===== src/rtl/mem_bus_arbiter.sv =====
// mem_bus_arbiter: round-robin arbiter sharing one memory port among N_REQ requesters.
// One transaction in flight at a time: IDLE (arbitrate) -> ISSUE (hold request) -> RESP (done).
// Optional mem_ack watchdog is compiled in when the macro ARB_TIMEOUT_EN is defined.
module mem_bus_arbiter #(
  parameter int unsigned N_REQ          = 2,
  parameter int unsigned ADDR_W         = 32,
  parameter int unsigned DATA_W         = 32,
  parameter int unsigned TIMEOUT_CYCLES = 64
) (
  input  logic                      clk,
  input  logic                      reset,
  input  logic [N_REQ-1:0]          req,
  input  logic [N_REQ-1:0]          req_we,
  input  logic [N_REQ*ADDR_W-1:0]   req_addr,
  input  logic [N_REQ*DATA_W-1:0]   req_wdata,
  output logic [N_REQ-1:0]          gnt,
  output logic [N_REQ-1:0]          done,
  output logic [N_REQ-1:0]          err,
  output logic [DATA_W-1:0]         rdata,
  output logic                      mem_req,
  output logic                      mem_we,
  output logic [ADDR_W-1:0]         mem_addr,
  output logic [DATA_W-1:0]         mem_wdata,
  input  logic                      mem_ack,
  input  logic [DATA_W-1:0]         mem_rdata,
  output logic                      busy
);

  localparam int unsigned PTR_W = $clog2(N_REQ);

  typedef enum logic [1:0] {StIdle, StIssue, StResp} state_e;

  state_e              state_q, state_d;
  logic [PTR_W-1:0]    ptr_q, ptr_d;
  logic [PTR_W-1:0]    owner_q, owner_d;
  logic                we_q, we_d;
  logic [ADDR_W-1:0]   addr_q, addr_d;
  logic [DATA_W-1:0]   wdata_q, wdata_d;
  logic [DATA_W-1:0]   rdata_q, rdata_d;

  logic [PTR_W-1:0]    winner;
  logic                winner_vld;
  logic [PTR_W-1:0]    cand;
  logic                timeout;
  logic                err_flag;

  // Unpack the per-requester address/data buses so they can be indexed by owner
  logic [ADDR_W-1:0] addr_arr  [N_REQ];
  logic [DATA_W-1:0] wdata_arr [N_REQ];
  for (genvar g = 0; g < N_REQ; g++) begin : g_unpack
    assign addr_arr[g]  = req_addr[g*ADDR_W +: ADDR_W];
    assign wdata_arr[g] = req_wdata[g*DATA_W +: DATA_W];
  end

`ifdef ARB_TIMEOUT_EN
  localparam int unsigned CNT_W = ($clog2(TIMEOUT_CYCLES) + 1 > 8) ?
                                  ($clog2(TIMEOUT_CYCLES) + 1) : 8;

  logic [CNT_W-1:0] cnt_q, cnt_d;
  logic             err_q, err_d;

  assign timeout  = (cnt_q == CNT_W'(TIMEOUT_CYCLES - 1));
  assign err_flag = err_q;

  // Watchdog: count ISSUE cycles; err remembers whether ISSUE ended by timeout
  always_comb begin
    cnt_d = cnt_q;
    err_d = err_q;
    if (state_q == StIdle) begin
      cnt_d = '0;
    end else if (state_q == StIssue) begin
      cnt_d = cnt_q + CNT_W'(1);
      err_d = timeout && !mem_ack;
    end
  end

  // Watchdog registers
  always_ff @(posedge clk or posedge reset) begin
    if (reset) begin
      cnt_q <= '0;
      err_q <= 1'b0;
    end else begin
      cnt_q <= cnt_d;
      err_q <= err_d;
    end
  end
`else
  logic unused_timeout_cfg;
  assign unused_timeout_cfg = ^32'(TIMEOUT_CYCLES);
  assign timeout  = 1'b0;
  assign err_flag = 1'b0;
`endif

  // Round-robin search: first set req bit starting at ptr, wrapping modulo N_REQ
  always_comb begin
    winner     = '0;
    winner_vld = 1'b0;
    cand       = '0;
    for (int unsigned i = 0; i < N_REQ; i++) begin
      cand = PTR_W'((32'(ptr_q) + i) % N_REQ);
      if (!winner_vld && req[cand]) begin
        winner     = cand;
        winner_vld = 1'b1;
      end
    end
  end

  // FSM next state, transaction latching and all requester/memory-side strobes
  always_comb begin
    state_d = state_q;
    ptr_d   = ptr_q;
    owner_d = owner_q;
    we_d    = we_q;
    addr_d  = addr_q;
    wdata_d = wdata_q;
    rdata_d = rdata_q;
    gnt     = '0;
    done    = '0;
    err     = '0;
    mem_req = 1'b0;
    unique case (state_q)
      StIdle: begin
        if (winner_vld) begin
          owner_d = winner;
          we_d    = req_we[winner];
          addr_d  = addr_arr[winner];
          wdata_d = wdata_arr[winner];
          state_d = StIssue;
        end
      end
      StIssue: begin
        mem_req      = 1'b1;
        gnt[owner_q] = 1'b1;
        // A real ack beats a simultaneous timeout
        if (mem_ack) begin
          rdata_d = mem_rdata;
          state_d = StResp;
        end else if (timeout) begin
          rdata_d = DATA_W'(32'hDEAD_BEEF);
          state_d = StResp;
        end
      end
      StResp: begin
        gnt[owner_q]  = 1'b1;
        done[owner_q] = 1'b1;
        err[owner_q]  = err_flag;
        ptr_d         = (owner_q == PTR_W'(N_REQ - 1)) ? '0 : owner_q + PTR_W'(1);
        state_d       = StIdle;
      end
      default: state_d = StIdle;
    endcase
  end

  // State and latched-transaction registers
  always_ff @(posedge clk or posedge reset) begin
    if (reset) begin
      state_q <= StIdle;
      ptr_q   <= '0;
      owner_q <= '0;
      we_q    <= 1'b0;
      addr_q  <= '0;
      wdata_q <= '0;
      rdata_q <= '0;
    end else begin
      state_q <= state_d;
      ptr_q   <= ptr_d;
      owner_q <= owner_d;
      we_q    <= we_d;
      addr_q  <= addr_d;
      wdata_q <= wdata_d;
      rdata_q <= rdata_d;
    end
  end

  assign mem_we    = we_q;
  assign mem_addr  = addr_q;
  assign mem_wdata = wdata_q;
  assign rdata     = rdata_q;
  assign busy      = (state_q != StIdle);

endmodule


===== config.mk =====
export PLATFORM = sky130hd
export DESIGN_NAME = mem_bus_arbiter
export DESIGN_NICKNAME = d
export VERILOG_FILES = /design/src/rtl/mem_bus_arbiter.sv
export SDC_FILE = /design/constraint.sdc
export NUM_CORES = 1
export LEC_CHECK = 0
export BUFFER_PORTS_ARGS = -buffer_cell sky130_fd_sc_hd__buf_2
export CAP_MARGIN = 20
export CORE_MARGIN = 2
export CORE_UTILIZATION = 40
export CTS_BUF_LIST = sky130_fd_sc_hd__clkbuf_16
export DETAILED_ROUTE_END_ITERATION = 12
export PLACE_DENSITY = 0.86
export SLEW_MARGIN = 15
export SYNTH_ARGS = -nofsm -noshare
export SYNTH_HDL_FRONTEND = slang
export SYNTH_SLANG_ARGS = --single-unit

===== constraint.sdc =====
create_clock -name clk -period 3.2 [get_ports clk]
set_clock_uncertainty 0.1 [all_clocks]
set_input_delay 0.32 -clock clk [delete_from_list [all_inputs] [get_ports clk]]
set_output_delay 0.32 -clock clk [all_outputs]
set_load 0.05 [all_outputs]

==> reports/results.txt <==
GRT overflow - 0
Mapped Area - 4631 µm²
#FFs+latches synth - 101
share of the yosys chip area belonging to registers - 54.58%
maxcap violations - 0
leak pwr - 0.003025 µW
CTS root buf - clkbuf_16
clk buf depth - 2
WP data required - 3.35 ns
largest net degree at the start of global routing - 77
pwr/cell area - 1284 nW/µm²
worst endpoint data arrival time - 2.14 ns
Hold Path Class - in2reg
Top Ports - 272
reg2reg start - ptr_q
Synth cell types - 24
hold path depth - 2
DRC violations left - 0
initial core utilization - 40.73%
Reg-to-Reg End - mem_addr[3]
synth warn - 0
minimum clock period - 1.996 ns
share of layout cells above drive strength 1 - 46.16%
gpl congestion - 0.8881
initial antenna violation count - 0
core region area - 11,370 µm²
Die H - 111.6 µm
worst-case reg-to-reg path depth - 4
vias in the first global route - 4,278
# fillers - 1,025
commonest non-fill, non-tap cell in the layout - buf_2
Final Hold Viols - 0
Util after Layout - 55.53%
H-Tree Depth - 3
wirelength, routed - 13,320 µm
WS Path Type - reg2reg
first-pass GRT wire length - 21,370 µm
Setup TNS - 0 ns
vias - 4,534
clock sink count - 101
Initial DRC Count - 253
worst reg2reg setup slack - 1.20 ns
Max VDD drop - 0.8641 mV
hold path startpoint - mem_rdata[28]
final setup fails - 0
WL per Instance - 15.49 µm
Syn Area/Cell - 9.874 µm²
layout net count - 884
Die Area - 12,450 µm²
CP Max Fanout - 47
Vias/cell - 5.272
CTS clk-pin slew, worst paths - 0.07 ns
status - finished, final reports clean
Tot GR Track Use - 21.05%
Std-Cell Rows - 39
FMAX - 501.0 MHz
most frequent cells in the layout - buf_2, dfrtp_1, nor2_1
relative slew slack - 30.27%
port bufs - 269
area grow syn2layout - 36.34%
post-DP HPWL - 9826 µm
TritonCTS buffer count - 9
RSZ-0062 raised after global routing - no
ant diodes - 0
setup bufs post-CTS - 0
CP Capture Type - register
Crit. Startpoint - ptr_q
Worst Hold End - rdata[28]
Post-Synthesis Cells - 469
Worst-Skew Late Latency - 0.33 ns
slew at the pin closest to its max-slew limit - 1.044 ns
Die W - 111.6 µm
CP Launch Type - register
CTS tree - done
fin crit share - 62.38%
antenna viol nets, final - 0
Initial DRT Pass Iterations - 4
max-slew violation count - 0
## metal layers
metal	track usage, %	routed length, µm	share of wire [%]
met3	3.811	891	6.7
met5	0	0	0
met1	27.27	5548	42
met2	35.65	6604	50
met4	7.490	278	2.1
## timing repair
action                                  CTS  global route
gates resized for setup                   0             0
hold buffers                              1             0
endpoints found under the setup margin    0             0
endpoints found under the hold margin    17             0
## power by group
group	total, µW	internal, µW	switching [µW]
Sequential	2290	1940	347
Combinational	4750	1190	3560
Clock	1070	604	467
Total	8110	3730	4380
## through the flow
stage / hold slack [ns] / area, µm² / total power [µW] / std cells / setup WS [ns]
after floorplan: 0.3660 / 4634 / 5979 / 470 / 0.1329
after global placement: 0.3459 / 6015 / 6969 / 844 / 1.239
after detailed placement: 0.3578 / 6015 / 7083 / 844 / 1.183
after CTS: 0.1027 / 6314 / 8165 / 860 / 1.186
after global routing: 0.09667 / 6314 / 8566 / 860 / 1.052
final: 0.1163 / 6314 / 8109 / 860 / 1.204
## cells in the mapped netlist, drive strengths merged
cell type / count / area share [%]
a31oi: 65 / 8.8
a21oi: 1 / 0.11
nand2: 1 / 0.081
o21ai: 66 / 7.1
o32ai: 1 / 0.19
ha: 4 / 1.1
conb: 1 / 0.081
clkbuf: 10 / 0.81
dfrtp: 101 / 55
mux2: 33 / 8.0
buf: 38 / 4.8
inv: 7 / 0.57
and2: 2 / 0.27
and2b: 1 / 0.16
o21a: 2 / 0.32
nor3b: 1 / 0.16
nand2b: 1 / 0.14
nor2b: 2 / 0.27
nand3: 65 / 7.0
nor2: 67 / 5.4
## sequential cells by signal (all words and copies together), names as in the netlist
name and flops:
owner_q 1, mem_we 1, mem_wdata 32, ptr_q 1, mem_addr 32, rdata 32
state_q 2
## critical path, stage by stage, from the launching register on
cell and delay [ns]:
dfrtp_1 0.39, and2b_2 0.78, buf_4 0.31, o21ai_1 0.08, a31oi_1 0.23
## worst max path at each step
stage	end	slack, ns	cells after the start
after global routing	mem_addr[3]	1.05	4
final	mem_addr[3]	1.20	4
after floorplan	mem_addr[0]	0.13	1
after detailed placement	mem_addr[3]	1.18	5
after global placement	mem_addr[26]	1.24	4
after CTS	mem_addr[3]	1.19	4
## final cells by class
| class | count | area [µm²] | area share [%] |
|---|---|---|---|
| clock inverters | 6 | 63.81 | 1.011 |
| inverters | 7 | 28.78 | 0.4558 |
| clock buffers | 9 | 225.2 | 3.567 |
| flip-flops and latches | 101 | 2527 | 40.03 |
| well taps | 143 | 178.9 | 2.834 |
| multi-input cells | 314 | 1833 | 29.03 |
| repair buffers | 280 | 1456 | 23.07 |
## logic make-up (layout without fill, tap and decap cells)
| kind of cell | Yosys count | after routing | synth area share (%) |
|---|---|---|---|
| AOI/OAI and AO/OA | 135 | 135 | 16.54 |
| and+or+nand+nor | 140 | 140 | 13.54 |
| other | 1 | 2 | 0.08098 |
| buffers and inverters | 55 | 302 | 6.160 |
| muxes | 33 | 33 | 8.025 |
| adders and majority gates | 4 | 4 | 1.081 |
| DFF | 101 | 101 | 54.58 |
(Power assumes the default switching activity.)
